## src/rtl/sha256_pkg.sv

```systemverilog
// Shared types and constants for the SHA-256 message padder.
package sha256_pkg;

    typedef logic [31:0] word_t;

    localparam int BLOCK_WORDS      = 16;
    localparam int NIBBLES_PER_WORD = 8;
    localparam int MAX_1BLK_NIBBLES = 111;
    localparam int N_W              = 8;

    typedef enum logic [1:0] {
        IDLE,
        EMIT0,
        EMIT1
    } pad_state_e;

    // A message needs a second block once '1' plus the 64-bit length no longer fit.
    function automatic logic needs_two_blocks(input logic [N_W-1:0] n);
        return n > N_W'(MAX_1BLK_NIBBLES);
    endfunction

endpackage

```

## src/rtl/sha256_pad_word.sv

```systemverilog
// Combinational generator for one padded 32-bit word at a given block/word position.
module sha256_pad_word
    import sha256_pkg::*;
#(
    parameter int MSG_NIBBLES = 128
) (
    input  logic [MSG_NIBBLES-1:0][3:0] mess,
    input  logic [N_W-1:0]              n,
    input  logic                        blk,
    input  logic [3:0]                  idx,
    input  logic                        final_blk,
    output word_t                       word
);

    logic [255:0][3:0] ext;
    logic [7:0]        g;

    // Nibble g of the padded stream is message, the '1' marker, or zero fill.
    always_comb begin
        ext                    = '0;
        ext[MSG_NIBBLES-1:0]   = mess;
        word                   = '0;
        g                      = '0;
        for (int k = 0; k < NIBBLES_PER_WORD; k++) begin
            g = {blk, idx, 3'(k)};
            if (g < n) begin
                word[31-4*k -: 4] = ext[g];
            end else if (g == n) begin
                word[31-4*k -: 4] = 4'h8;
            end
        end
        if (final_blk && idx == 4'(BLOCK_WORDS - 2)) begin
            word = '0;
        end else if (final_blk && idx == 4'(BLOCK_WORDS - 1)) begin
            word = {22'b0, n, 2'b00};
        end
    end

endmodule

```

## src/rtl/sha256_padder.sv

```systemverilog
// SHA-256 padder: captures a nibble-packed message and streams its padded 512-bit blocks as words.
module sha256_padder
    import sha256_pkg::*;
#(
    parameter int MSG_NIBBLES = 128,
    parameter int LEN_W       = $clog2(MSG_NIBBLES*4+1)
) (
    input  logic                        clk,
    input  logic                        rst,
    input  logic                        in_valid,
    output logic                        in_ready,
    input  logic [MSG_NIBBLES-1:0][3:0] mess,
    input  logic [LEN_W-1:0]            msg_len,
    output logic                        out_valid,
    input  logic                        out_ready,
    output word_t                       out_word,
    output logic [3:0]                  out_idx,
    output logic                        out_last_word,
    output logic                        out_last_block,
    output logic                        len_err
);

    localparam int CAP_BITS = MSG_NIBBLES * 4;

    pad_state_e                  state_q, state_d;
    logic [MSG_NIBBLES-1:0][3:0] mess_q, mess_d;
    logic [N_W-1:0]              n_q, n_d;
    logic                        two_q, two_d;
    logic                        in_ready_q, in_ready_d;
    logic                        out_valid_q, out_valid_d;
    word_t                       out_word_q, out_word_d;
    logic [3:0]                  out_idx_q, out_idx_d;
    logic                        out_last_word_q, out_last_word_d;
    logic                        out_last_block_q, out_last_block_d;
    logic                        len_err_q, len_err_d;

    logic                        accept, hs, bad_len, two_in;
    logic [LEN_W-1:0]            clipped;
    logic [N_W-1:0]              n_in;
    logic [MSG_NIBBLES-1:0][3:0] pw_mess;
    logic [N_W-1:0]              pw_n;
    logic                        pw_blk, pw_final;
    logic [3:0]                  pw_idx;
    word_t                       pw_word;

    // The word generator looks one position ahead; on accept it reads the live inputs.
    always_comb begin
        accept  = in_valid && in_ready_q;
        hs      = out_valid_q && out_ready;
        bad_len = (msg_len > LEN_W'(CAP_BITS)) || (msg_len[1:0] != 2'b00);
        clipped = (msg_len > LEN_W'(CAP_BITS)) ? LEN_W'(CAP_BITS) : msg_len;
        n_in    = N_W'(clipped >> 2);
        two_in  = needs_two_blocks(n_in);
        if (accept) begin
            pw_mess  = mess;
            pw_n     = n_in;
            pw_blk   = 1'b0;
            pw_idx   = 4'd0;
            pw_final = !two_in;
        end else begin
            pw_mess = mess_q;
            pw_n    = n_q;
            if (out_idx_q == 4'd15) begin
                pw_blk = 1'b1;
                pw_idx = 4'd0;
            end else begin
                pw_blk = (state_q == EMIT1);
                pw_idx = 4'(out_idx_q + 4'd1);
            end
            pw_final = pw_blk || !two_q;
        end
    end

    sha256_pad_word #(.MSG_NIBBLES(MSG_NIBBLES)) u_pad_word (
        .mess      (pw_mess),
        .n         (pw_n),
        .blk       (pw_blk),
        .idx       (pw_idx),
        .final_blk (pw_final),
        .word      (pw_word)
    );

    always_comb begin
        state_d          = state_q;
        mess_d           = mess_q;
        n_d              = n_q;
        two_d            = two_q;
        in_ready_d       = in_ready_q;
        out_valid_d      = out_valid_q;
        out_word_d       = out_word_q;
        out_idx_d        = out_idx_q;
        out_last_word_d  = out_last_word_q;
        out_last_block_d = out_last_block_q;
        len_err_d        = 1'b0;
        case (state_q)
            IDLE: begin
                if (accept) begin
                    mess_d           = mess;
                    n_d              = n_in;
                    two_d            = two_in;
                    len_err_d        = bad_len;
                    in_ready_d       = 1'b0;
                    out_valid_d      = 1'b1;
                    out_word_d       = pw_word;
                    out_idx_d        = 4'd0;
                    out_last_word_d  = 1'b0;
                    out_last_block_d = !two_in;
                    state_d          = EMIT0;
                end
            end
            EMIT0, EMIT1: begin
                if (hs) begin
                    if (out_idx_q == 4'd15) begin
                        if (state_q == EMIT0 && two_q) begin
                            state_d          = EMIT1;
                            out_word_d       = pw_word;
                            out_idx_d        = 4'd0;
                            out_last_word_d  = 1'b0;
                            out_last_block_d = 1'b1;
                        end else begin
                            state_d          = IDLE;
                            in_ready_d       = 1'b1;
                            out_valid_d      = 1'b0;
                            out_word_d       = '0;
                            out_idx_d        = 4'd0;
                            out_last_word_d  = 1'b0;
                            out_last_block_d = 1'b0;
                        end
                    end else begin
                        out_word_d      = pw_word;
                        out_idx_d       = 4'(out_idx_q + 4'd1);
                        out_last_word_d = (out_idx_q == 4'd14);
                    end
                end
            end
            default: state_d = IDLE;
        endcase
    end

    always_ff @(posedge clk or posedge rst) begin
        if (rst) begin
            state_q          <= IDLE;
            mess_q           <= '0;
            n_q              <= '0;
            two_q            <= 1'b0;
            in_ready_q       <= 1'b1;
            out_valid_q      <= 1'b0;
            out_word_q       <= '0;
            out_idx_q        <= 4'd0;
            out_last_word_q  <= 1'b0;
            out_last_block_q <= 1'b0;
            len_err_q        <= 1'b0;
        end else begin
            state_q          <= state_d;
            mess_q           <= mess_d;
            n_q              <= n_d;
            two_q            <= two_d;
            in_ready_q       <= in_ready_d;
            out_valid_q      <= out_valid_d;
            out_word_q       <= out_word_d;
            out_idx_q        <= out_idx_d;
            out_last_word_q  <= out_last_word_d;
            out_last_block_q <= out_last_block_d;
            len_err_q        <= len_err_d;
        end
    end

    assign in_ready       = in_ready_q;
    assign out_valid      = out_valid_q;
    assign out_word       = out_word_q;
    assign out_idx        = out_idx_q;
    assign out_last_word  = out_last_word_q;
    assign out_last_block = out_last_block_q;
    assign len_err        = len_err_q;

endmodule
```

## config.mk

```make
export PLATFORM = sky130hd
export DESIGN_NAME = sha256_padder
export DESIGN_NICKNAME = d
export VERILOG_FILES = /design/src/rtl/sha256_pkg.sv /design/src/rtl/sha256_pad_word.sv /design/src/rtl/sha256_padder.sv
export SDC_FILE = /design/constraint.sdc
export NUM_CORES = 2
export LEC_CHECK = 0
export CAP_MARGIN = 20
export CORE_ASPECT_RATIO = 0.6
export CORE_MARGIN = 3
export CORE_UTILIZATION = 46
export CTS_CLUSTER_DIAMETER = 80
export DETAILED_ROUTE_END_ITERATION = 10
export GPL_TIMING_DRIVEN = 0
export PLACE_DENSITY = 0.83
export SYNTH_ARGS = -nofsm -noshare
export SYNTH_HDL_FRONTEND = slang
export SYNTH_SLANG_ARGS = --single-unit
```

## constraint.sdc

```tcl
create_clock -name clk -period 19.4 [get_ports clk]
set_input_delay 4.85 -clock clk [delete_from_list [all_inputs] [get_ports clk]]
set_output_delay 4.85 -clock clk [all_outputs]
set_load 0.005 [all_outputs]
```

==> impl_metrics.py <==
metrics = {
    "floorplan": {
        "rows": 67,
        "initial_utilization_pct": 46.9,
        "dieArea_um2": 60400,
        "die_w_um": 315,
        "die_height_um": 192,
        "ios": 567,
        "coreArea_um2": 56300,
    },
    "worst_setup_path": {
        "r2r_start": "out_idx[0]$_DFFE_PP0P_",
        "max_stage_delay_ps": 730,
        "cp_max_fo": 10,
        "start_kind": "primary input",
        "crit_type": "primary input to flop",
        "ff2ff_path_depth": 14,
        "cp.depth": 15,
        "critPathBufInv": 5,
        "r2r-end": "out_word[12]$_DFFE_PP0P_",
        "path_cells": "clkdlybuf4s50_1, buf_2, nand2_1, buf_2, buf_2, buf_1, nor2_1, a21oi_1, ha_1, and4_1, and2_1, nor2_1, o2111ai_1, a211oi_1, a22o_1",
        "worst_setup_path_end_kind": "flop",
        "reg2reg_slack_ps": 13920,
        "cp-startpoint": "in_valid",
        "crit_path_frequent_cell": "buf_2",
        "slowest_stage": "buf_1",
        "cp_top_family": "buffers and inverters",
        "critical_path_arrival_ps": 10200,
        "crit_end": "out_word[12]$_DFFE_PP0P_",
        "critPathRequiredTime_ps": 19950,
    },
    "sta": {
        "timing.final.ws_setup_ps": 9750,
        "fin_worst_skew_ps": 32.5,
        "worst_pin_slew_ps": 1160,
        "fmax_mhz": 104,
        "tns_ps": 0,
        "setup_violations": 0,
        "rsz0062_at_grt": "no",
        "maxSlewViolCount": 0,
        "post-route-period-util_pct": 49.8,
        "hold_viol": 0,
        "slew_headroom_pct": 22.9,
        "period_minus_slack_ps": 9650,
    },
    "grt": {
        "grtUsageMet3_pct": 15.6,
        "grt_max_degree": 45,
        "gr-usage-all-layers_pct": 37.6,
        "antenna_found_initial": 34,
        "met2_usage_pct": 54.8,
        "top_usage_layer": "met2",
        "grt_pass1_wl_um": 160000,
        "grtUsageMet1_pct": 51.1,
        "overflow": 0,
        "grt_pass1_vias": 22000,
    },
    "synth": {
        "synth-warning-count": 0,
        "synth_area_um2": 26400,
        "synth_edf_count": 0,
        "synth_fp_nets": 2461,
        "synth-main-ff-cell": "dfrtp_1",
        "ys_types": 80,
        "synthCells": 1923,
        "yosysMostFrequentCell": "dfrtp_1",
        "synthArstFlopShare_pct": 100,
        "avgSynthCellArea_um2": 13.7,
        "synth.area.top_cells": "dfrtp_1 (53%), mux2_2 (22%), mux4_2 (8.3%)",
        "ys_ff_latch": 564,
        "yosysTopAreaCellShare_pct": 53.3,
        "synth_top_area_cell": "dfrtp_1",
        "yosysSeqAreaShare_pct": 53.4,
        "synth_common_cells": "dfrtp_1 (563), mux2_2 (521), nand2_1 (150), mux4_2 (97), buf_2 (86)",
    },
    "drt": {
        "firstDrtPassIters": 5,
        "wirelength_um": 115000,
        "drc": 0,
        "ant_nets": 0,
        "routedWlPerCell_um": 34.0,
        "dr_total_vias": 21300,
        "vias_per_cell": 6.28,
        "dr.first_iter.drc_count": 2468,
    },
    "clock_tree": {
        "clockBufferDepth": 3,
        "hold_buffers": 0,
        "cts.sinks": 564,
        "numCtsBuffers": 52,
        "post_cts_resized": 0,
        "htreeDepth": 2,
        "root_buffer": "clkbuf_16",
        "insertion_delay_ps": 620,
        "cts_setup_buffers": 0,
        "cts_tree": "built",
        "clk_pin_slew_ps": 70,
    },
    "final_layout": {
        "nets": 3101,
        "final_util_pct": 62.7,
        "drive_gt1_share_pct": 32.6,
        "areaGrowthSynthToFinish_pct": 33.8,
        "finish.instance_area_um2": 35300,
    },
    "placement": {
        "gp_congestion": 0.978,
        "dp_hpwl_um": 87400,
        "post-place-ws_ps": 9300,
        "port-buffer-count": 566,
        "place_area_um2": 33400,
    },
    "power": {
        "power.leakage_nw": 14.6,
        "ir_drop_uv": 100,
        "power_density_nw_per_um2": 193,
        "power_w": 0.00681,
    },
    "run": {
        "maxCapViolCount": 0,
    },
    "outcome": {
        "status": "finished clean",
    },
    "hold_path": {
        "holdCritPathClass": "flop to flop",
        "hp-start": "n_q[1]$_DFFE_PP0P_",
    },
}
registers in the layout (all words and copies together), names as in the netlist, 2 cells and up:
name      cells
n_q           8
state_q       2
out_idx       4
out_word     32
mess_q      512
routing by layer:
layer,wire length (um),part of all wire (%)
met2,49000,43
met1,46200,40
met5,150,0.13
met4,4290,3.7
met3,15400,13
cell families after synthesis:
kind of cell / count (synthesis) / share of synthesized area [%]
AO/OA/AOI/OAI: 215 / 5.82
adder cells (fa/ha/maj): 12 / 0.568
multiplexers: 647 / 31.6
buffers and inverters: 146 / 2.64
flip-flops: 564 / 53.4
AND/OR/NAND/NOR: 337 / 5.87
XOR/XNOR: 2 / 0.0947
how the worst min path moves through the flow:
| stage | endpoint | slack (ps) | cells after the start |
|---|---|---|---|
| floorplan | n_q[1]$_DFFE_PP0P_ | 440 | 2 |
| global placement | n_q[1]$_DFFE_PP0P_ | 460 | 2 |
| detailed placement | n_q[1]$_DFFE_PP0P_ | 470 | 2 |
| CTS | n_q[1]$_DFFE_PP0P_ | 490 | 2 |
| global route | out_word[24]$_DFFE_PP0P_ | 510 | 2 |
| finish | n_q[1]$_DFFE_PP0P_ | 490 | 2 |
cell type report:
type                            count  area [um2]
Timing Repair Buffer              586        6020
Sequential cell                   564       14100
Antenna cell                       16        40.0
Inverter                           14        56.3
Buffer                            132         644
Tap cell                          759         950
Multi-Input combinational cell   1213       11600
Clock inverter                     28         413
Clock buffer                       70        1490
Fill cell                        4180       21000
power by group:
part           leakage, nW  internal, W  switching (W)
clock network        0.936     0.000675       0.000494
registers             6.70      0.00179       0.000352
logic                 6.99      0.00153        0.00197
total                 14.6      0.00399        0.00282
worst register-to-register path, stage by stage, from the launching register on:
cell,delay [ps]
dfrtp_1,430
buf_2,310
inv_1,300
ha_1,370
buf_2,390
a21o_1,130
buf_2,300
clkinv_1,610
ha_1,520
and4_1,200
and2_1,200
nor2_1,500
o2111ai_1,410
a211oi_1,540
a22o_1,210
cell usage in the layout, fill, tap and decap left out, drive strengths merged, types with 5 or more instances in the layout:
cell type and instances:
o22ai 29, a22o 10, ha 12, nor3 25
a311oi 5, and3 7, o211ai 7, nand2b 10
o41ai 6, nand3 33, bufinv 10, clkbuf 95
dfrtp 563, nor2 61, or4 5, o21ai 34
mux2i 29, and2 9, buf 127, nor2b 6
diode 16, a221o 5, mux4 97, nor4 8
a21oi 38, mux2 521, o221ai 5, clkinv 13
nand4 6, inv 15, a31oi 13, clkdlybuf4s50 566
a211oi 12, nand2 151
per-stage QoR:
| stage | hold WS [ps] | cells |
|---|---|---|
| after floorplan | 441 | 1923 |
| after global placement | 458 | 3248 |
| after detailed placement | 472 | 3267 |
| after CTS | 487 | 3365 |
| after global routing | 506 | 3378 |
| final | 490 | 3382 |
Note: power is estimated with default switching activity, not from simulation.
